===== src/rtl/alu_operand_stage.sv =====
// Decode/issue stage ahead of the integer ALU: resolves forwarded source operands,
// selects immediates, derives funct3/invert and registers one valid/ready slot.
module alu_operand_stage #(
  parameter int XLEN = 32
) (
  input  logic            clk,
  input  logic            rst_n,
  input  logic            in_valid,
  output logic            in_ready,
  input  logic [31:0]     in_instr,
  input  logic [XLEN-1:0] in_pc,
  output logic [4:0]      rs1_addr,
  output logic [4:0]      rs2_addr,
  input  logic [XLEN-1:0] rs1_data,
  input  logic [XLEN-1:0] rs2_data,
  input  logic            fwd_ex_valid,
  input  logic [4:0]      fwd_ex_rd,
  input  logic [XLEN-1:0] fwd_ex_data,
  input  logic            fwd_wb_valid,
  input  logic [4:0]      fwd_wb_rd,
  input  logic [XLEN-1:0] fwd_wb_data,
  input  logic            flush,
  output logic            out_valid,
  input  logic            out_ready,
  output logic [2:0]      out_funct3,
  output logic            out_invert,
  output logic [XLEN-1:0] out_operand_1,
  output logic [XLEN-1:0] out_operand_2,
  output logic [4:0]      out_rd,
  output logic            out_illegal
);

  localparam logic [6:0] OPC_OP     = 7'b0110011;
  localparam logic [6:0] OPC_OP_IMM = 7'b0010011;
  localparam logic [6:0] OPC_LUI    = 7'b0110111;
  localparam logic [6:0] OPC_AUIPC  = 7'b0010111;

  // A matching forward implies rs != 0, so an rd==0 forward can never win.
  function automatic logic [XLEN-1:0] resolve_src(
    input logic [4:0]      rs,
    input logic [XLEN-1:0] rf_data,
    input logic            ex_v,
    input logic [4:0]      ex_rd,
    input logic [XLEN-1:0] ex_data,
    input logic            wb_v,
    input logic [4:0]      wb_rd,
    input logic [XLEN-1:0] wb_data
  );
    if (rs == 5'd0)                     return '0;
    else if (ex_v && (ex_rd == rs))     return ex_data;
    else if (wb_v && (wb_rd == rs))     return wb_data;
    else                                return rf_data;
  endfunction

  function automatic logic [XLEN-1:0] sext_i_imm(input logic [31:0] instr);
    logic signed [11:0] imm;
    imm = instr[31:20];
    return XLEN'(imm);
  endfunction

  function automatic logic [XLEN-1:0] sext_u_imm(input logic [31:0] instr);
    logic signed [31:0] imm;
    imm = {instr[31:12], 12'b0};
    return XLEN'(imm);
  endfunction

  logic            valid_q, valid_d;
  logic [2:0]      funct3_q, funct3_d;
  logic            invert_q, invert_d;
  logic [XLEN-1:0] op1_q, op1_d;
  logic [XLEN-1:0] op2_q, op2_d;
  logic [4:0]      rd_q, rd_d;
  logic            illegal_q, illegal_d;

  logic [6:0]      opcode;
  logic [2:0]      f3;
  logic [XLEN-1:0] src1, src2;
  logic            capture;

  assign rs1_addr = in_instr[19:15];
  assign rs2_addr = in_instr[24:20];
  assign opcode   = in_instr[6:0];
  assign f3       = in_instr[14:12];

  assign src1 = resolve_src(rs1_addr, rs1_data, fwd_ex_valid, fwd_ex_rd, fwd_ex_data,
                            fwd_wb_valid, fwd_wb_rd, fwd_wb_data);
  assign src2 = resolve_src(rs2_addr, rs2_data, fwd_ex_valid, fwd_ex_rd, fwd_ex_data,
                            fwd_wb_valid, fwd_wb_rd, fwd_wb_data);

  assign in_ready = !valid_q || out_ready;
  assign capture  = in_valid && in_ready && !flush;

  always_comb begin
    funct3_d  = 3'b000;
    invert_d  = 1'b0;
    op1_d     = '0;
    op2_d     = '0;
    rd_d      = 5'd0;
    illegal_d = 1'b0;
    unique case (opcode)
      OPC_OP: begin
        funct3_d = f3;
        invert_d = ((f3 == 3'b000) || (f3 == 3'b101)) ? in_instr[30] : 1'b0;
        op1_d    = src1;
        op2_d    = src2;
        rd_d     = in_instr[11:7];
      end
      OPC_OP_IMM: begin
        // No SUBI: bit 30 only selects arithmetic right shift; the ALU masks the shamt.
        funct3_d = f3;
        invert_d = (f3 == 3'b101) ? in_instr[30] : 1'b0;
        op1_d    = src1;
        op2_d    = sext_i_imm(in_instr);
        rd_d     = in_instr[11:7];
      end
      OPC_LUI: begin
        op2_d = sext_u_imm(in_instr);
        rd_d  = in_instr[11:7];
      end
      OPC_AUIPC: begin
        op1_d = in_pc;
        op2_d = sext_u_imm(in_instr);
        rd_d  = in_instr[11:7];
      end
      default: illegal_d = 1'b1;
    endcase
  end

  // Flush beats capture and hold; a drained slot with no capture empties.
  always_comb begin
    valid_d = valid_q;
    if (flush)             valid_d = 1'b0;
    else if (capture)      valid_d = 1'b1;
    else if (out_ready)    valid_d = 1'b0;
  end

  always_ff @(posedge clk or negedge rst_n) begin
    if (!rst_n) begin
      valid_q   <= 1'b0;
      funct3_q  <= 3'b000;
      invert_q  <= 1'b0;
      op1_q     <= '0;
      op2_q     <= '0;
      rd_q      <= 5'd0;
      illegal_q <= 1'b0;
    end else begin
      valid_q <= valid_d;
      if (capture) begin
        funct3_q  <= funct3_d;
        invert_q  <= invert_d;
        op1_q     <= op1_d;
        op2_q     <= op2_d;
        rd_q      <= rd_d;
        illegal_q <= illegal_d;
      end
    end
  end

  assign out_valid     = valid_q;
  assign out_funct3    = funct3_q;
  assign out_invert    = invert_q;
  assign out_operand_1 = op1_q;
  assign out_operand_2 = op2_q;
  assign out_rd        = rd_q;
  assign out_illegal   = illegal_q;

endmodule


===== config.mk =====
export PLATFORM = sky130hd
export DESIGN_NAME = alu_operand_stage
export DESIGN_NICKNAME = d
export VERILOG_FILES = /design/src/rtl/alu_operand_stage.sv
export SDC_FILE = /design/constraint.sdc
export NUM_CORES = 1
export LEC_CHECK = 0
export CORE_ASPECT_RATIO = 0.8
export CORE_MARGIN = 1
export CORE_UTILIZATION = 39
export DETAILED_ROUTE_END_ITERATION = 16
export PLACE_DENSITY = 0.8
export SYNTH_ARGS = -nofsm -noshare
export SYNTH_HDL_FRONTEND = slang
export SYNTH_SLANG_ARGS = --single-unit
export TNS_END_PERCENT = 20

===== constraint.sdc =====
create_clock -name clk -period 2.1 [get_ports clk]
set_input_delay 0.42 -clock clk [delete_from_list [all_inputs] [get_ports clk]]
set_output_delay 0.42 -clock clk [all_outputs]
set_load 0.01 [all_outputs]

-- Word-level counts from Yosys, hierarchy flattened
Index checks and enable logic that the tools add are counted.
- equal/unequal tests: 9
- multiplexer cells: 17
- reductions and logical operators: 17
- operators with widths (operator ; count):
    two-way mux 32 bit ; 6
    one-hot mux 32 bit (3 select lines) ; 1
    one-hot mux 32 bit (2 select lines) ; 1
    equality test 5 bit ; 4
    equality test 7 x 5 -> 1 bit, second input constant ; 2
    equality test 7 x 6 -> 1 bit, second input constant ; 2
    zero test 5 bit ; 2
    logical AND 1 bit ; 6
    two-way mux 1 bit ; 6
    two-way mux 5 bit ; 1
    OR reduction 2 bit ; 2
    OR reduction 4 bit ; 1
    equality test 3 bit, second input constant ; 1
    zero test 3 bit ; 1
    two-way mux 3 bit ; 1
    nonzero test 3 bit ; 1
    zero test 1 bit ; 2
    logical OR 1 bit ; 2
    one-hot mux 1 bit (2 select lines) ; 1
- bits in registers: 75
- input bits: 209
- output and inout port bits: 86
- word-level logic and storage cells: 50

-- Depth between registers and ports, before layout
- depth after elaboration: 6
- mapped depth: 7
- gate-level depth less buffers: 6

-- Worst setup path after synthesis
OpenSTA, ideal clock, no wires.
- path type: input -> register
- from: input fwd_wb_rd[2]
- to: register op2_q[12] (netlist: out_operand_2[12])
- data arrival time: 1.634 ns
- setup slack: 0.337 ns
- stages on the path: 7
- cells stage by stage: xnor2_1 > nand3_1 > or3_1 > buf_6 > buf_6 > a221oi_1 > o31ai_1
- longest elaborated chain between the ends: 6
- RTL lines (what ; line ; RTL):
    start, declared ; 20 ; input logic [4:0] fwd_wb_rd,
    equality test 5 bit ; 51 ; else if (wb_v && (wb_rd == rs)) return wb_data;
    logical AND 1 bit ; 51 ;
    two-way mux 32 bit ; 51 ;
    two-way mux 32 bit ; 50 ; else if (ex_v && (ex_rd == rs)) return ex_data;
    two-way mux 32 bit ; 49 ; if (rs == 5'd0) return '0;
    one-hot mux 32 bit (3 select lines) ; 100 ; unique case (opcode)
    end signal, assigned ; 152 ; op2_q <= op2_d;
    end, declared ; 71 ; logic [XLEN-1:0] op2_q, op2_d;
No other way between the ends.
A chain may end at the register's enable or synchronous reset.

-- Worst setup path after layout
- from: input fwd_wb_rd[2]
- to: register op2_q[7] (netlist: out_operand_2[7])
Same word-level chain as after synthesis.

==> impl_metrics.ini <==
[global_routing]
grt_max_degree = 40
grt_remaining_overflow = 0
grt_pass1_vias = 6474
gr-usage-met1_pct = 42.27
met2_usage_pct = 59.75
grtUsageTotal_pct = 35.33
met3_usage_pct = 9.716
top_usage_layer = met2
grt_first_pass_wirelength_um = 37250
antenna_found_initial = 1

[cts]
cts_sinks = 75
clk_path_buf_depth = 2
clk_pin_slew_ns = 0.06
tritoncts = built
numCtsBuffers = 9
clk_latency_ns = 0.35
postCtsSetupBuffers = 0
h-tree-depth = 3
cts_root_buffer = clkbuf_16
cts_hold_buf = 0

[placed_design]
place_area_um2 = 8745
io_buffers = 294
pre_cts_slack_ns = -0.4316
place_hpwl_um = 18820
place.gp.congestion = 0.8709

[final_layout]
fin_nets = 1120
final_util_pct = 72.15
num_antenna_cells = 0
syn2layout_area_growth_pct = 78.89
drive_above_1_share_pct = 15.50
fin_area_um2 = 9385

[die]
coreArea_um2 = 13010
rows = 37
boundaryPins = 295
die_w_um = 131.7
die-area_um2 = 13920
initial_core_util_pct = 40.33
fp.dieH_um = 105.7

[worst_setup_path]
crit_path_end = out_operand_2[7]
crit_path_max_fanout = 17
worstSetupStartpointType = primary input
worstPathRequired_ns = 2.32
path_class = in2reg
rrSetupSlack_ns = 0.30
worstRegToRegCells = 6
arrival_ns = 2.31
rr_startpoint = out_valid
crit_start = fwd_wb_rd[2]
end_kind = flip-flop
r2r_end = out_operand_2[4]

[sta]
hold_slack_ns = 0.05216
rsz0062_at_grt = yes
setup_ws_ns = 0.009552
worst_pin_slew_ns = 0.5418
min_period_ns = 2.090
clock_skew_ns = 0.008084
setup_tns_ns = 0
finalCritPeriodShare_pct = 99.55
setup_viol = 0
max_clock_freq_ghz = 0.4784
max-slew-margin-rel_pct = 63.88
maxSlewViolCount = 0
finalHoldViolCount = 0

[drt]
antenna_left = 0
dr_total_vias = 6633
drt_first_pass_iters = 5
remaining_drc_errors = 0
post_drt_wl_per_cell_um = 23.82
viasPerCell = 6.080
drt-total-wl_um = 25990
drt_iter0_markers = 713

[hold_path]
hold_path_class = in2async

[flow_run]
drv_cap = 0

[power]
max-vdd-ir-drop_mv = 0.4327
powerDensity_nw_per_um2 = 461.9
leakage_nw = 3.967

[logic_synthesis]
avgSynthCellArea_um2 = 8.629
ys_types = 35
netlist_instances = 608
ys_warn_count = 0
netlist_area_um2 = 5246
ys_ff_latch = 75
synth_seq_area_share_pct = 35.77
syn_nets = 817

[status]
status = completed
## area by class of cell
class | count | area [µm²]
multi-input cells | 456 | 3137
repair buffers | 366 | 3814
clock buffers | 11 | 252.7
inverters | 3 | 11.26
flip-flops and latches | 75 | 1877
clock inverters | 5 | 75.07
well taps | 175 | 219.0
fillers | 952 | 3623
## worst min path at each step
| stage | slack, ns | cells past startpoint | from | end |
|---|---|---|---|---|
| after floorplan | 0.12 | 0 | rst_n | out_funct3[0] |
| after global placement | 0.43 | 1 | rst_n | out_operand_1[4] |
| after detailed placement | 0.43 | 1 | rst_n | out_operand_1[8] |
| after CTS | 0.07 | 1 | rst_n | out_operand_1[8] |
| after global routing | 0.09 | 1 | rst_n | out_operand_1[4] |
| final | 0.05 | 1 | rst_n | out_operand_1[8] |
## sequential cells by signal, summed over array words and instances (netlist names)
register / flops
out_operand_2: 32
out_illegal: 1
out_rd: 5
out_invert: 1
out_funct3: 3
out_valid: 1
out_operand_1: 32
## critical path, stage by stage
cell,delay (ns)
clkdlybuf4s50_1,0.56
xnor2_1,0.14
nand3_1,0.12
or3_1,0.42
buf_6,0.22
a221oi_1,0.32
o31ai_1,0.11
## layout by cell type, fill, tap and decap left out, drive strengths merged, types with 22 or more instances in the layout
master         count
a21oi             85
dfrtp             75
nand2             22
and2              32
a221oi            64
nor2              70
nor3              22
and3              45
buf               68
clkdlybuf4s50    277
o31ai             64
## cells in the mapped netlist, drive strengths merged
master  count  area [µm²]
nor3       22       110.1
nor2       70       279.0
a221oi     64       654.4
xor2        8       70.07
o31ai      64       480.5
nand3b      1       7.510
xnor2      12       105.1
nand3       8       40.04
nor3b       3       22.52
dfrtp      75        1877
and3       45       284.0
o211ai      2       20.02
inv         3       11.26
or2         1       6.260
a21oi      85       425.4
nor4        3       31.28
or4         1       7.510
nor2b       1       6.260
and2       32       200.2
or3         2       12.51
buf        40       302.8
o21ai       7       35.03
clkbuf     34       127.6
nand2      22       82.58
nand4b      2       32.53
nor4b       1       15.01
## per-stage QoR
stage | instances | power (W)
floorplan | 608 | 0.001839
global placement | 1069 | 0.002551
detailed placement | 1069 | 0.002566
CTS | 1085 | 0.004290
global route | 1091 | 0.004437
finish | 1091 | 0.004335
## power breakdown
group	total, W	switching [W]	internal (W)
Clock	0.00174	0.000640	0.00110
Sequential	0.00148	0.0000148	0.00147
Combinational	0.00111	0.000475	0.000636
## what timing repair did
item | 4_1_cts | 5_1_grt
resized for setup | 10 | 34
pin swaps | 4 | 21
cloned | 0 | 6
setup endpoints to repair | 32 | 53
endpoints found under the hold margin | 0 | 0
## metal layers
| metal | share of wire [%] | wire length (µm) | vias up |
|---|---|---|---|
| li1 | - | - | 2893 |
| met1 | 38 | 9845 | 3142 |
| met2 | 48 | 12350 | 509 |
| met3 | 11 | 2787 | 87 |
| met4 | 3.9 | 1003 | 2 |
| met5 | 0.038 | 10 | - |
## kinds of logic (layout without fill, tap and decap cells)
logic type	count (synthesis)	count (layout)	synth area share, %
simple gates	214	214	21.68
flops	75	75	35.77
buf+inv	77	385	8.419
xor+xnor	20	20	3.339
compound gates	222	222	30.79
Power figures use the tool's default switching activity.
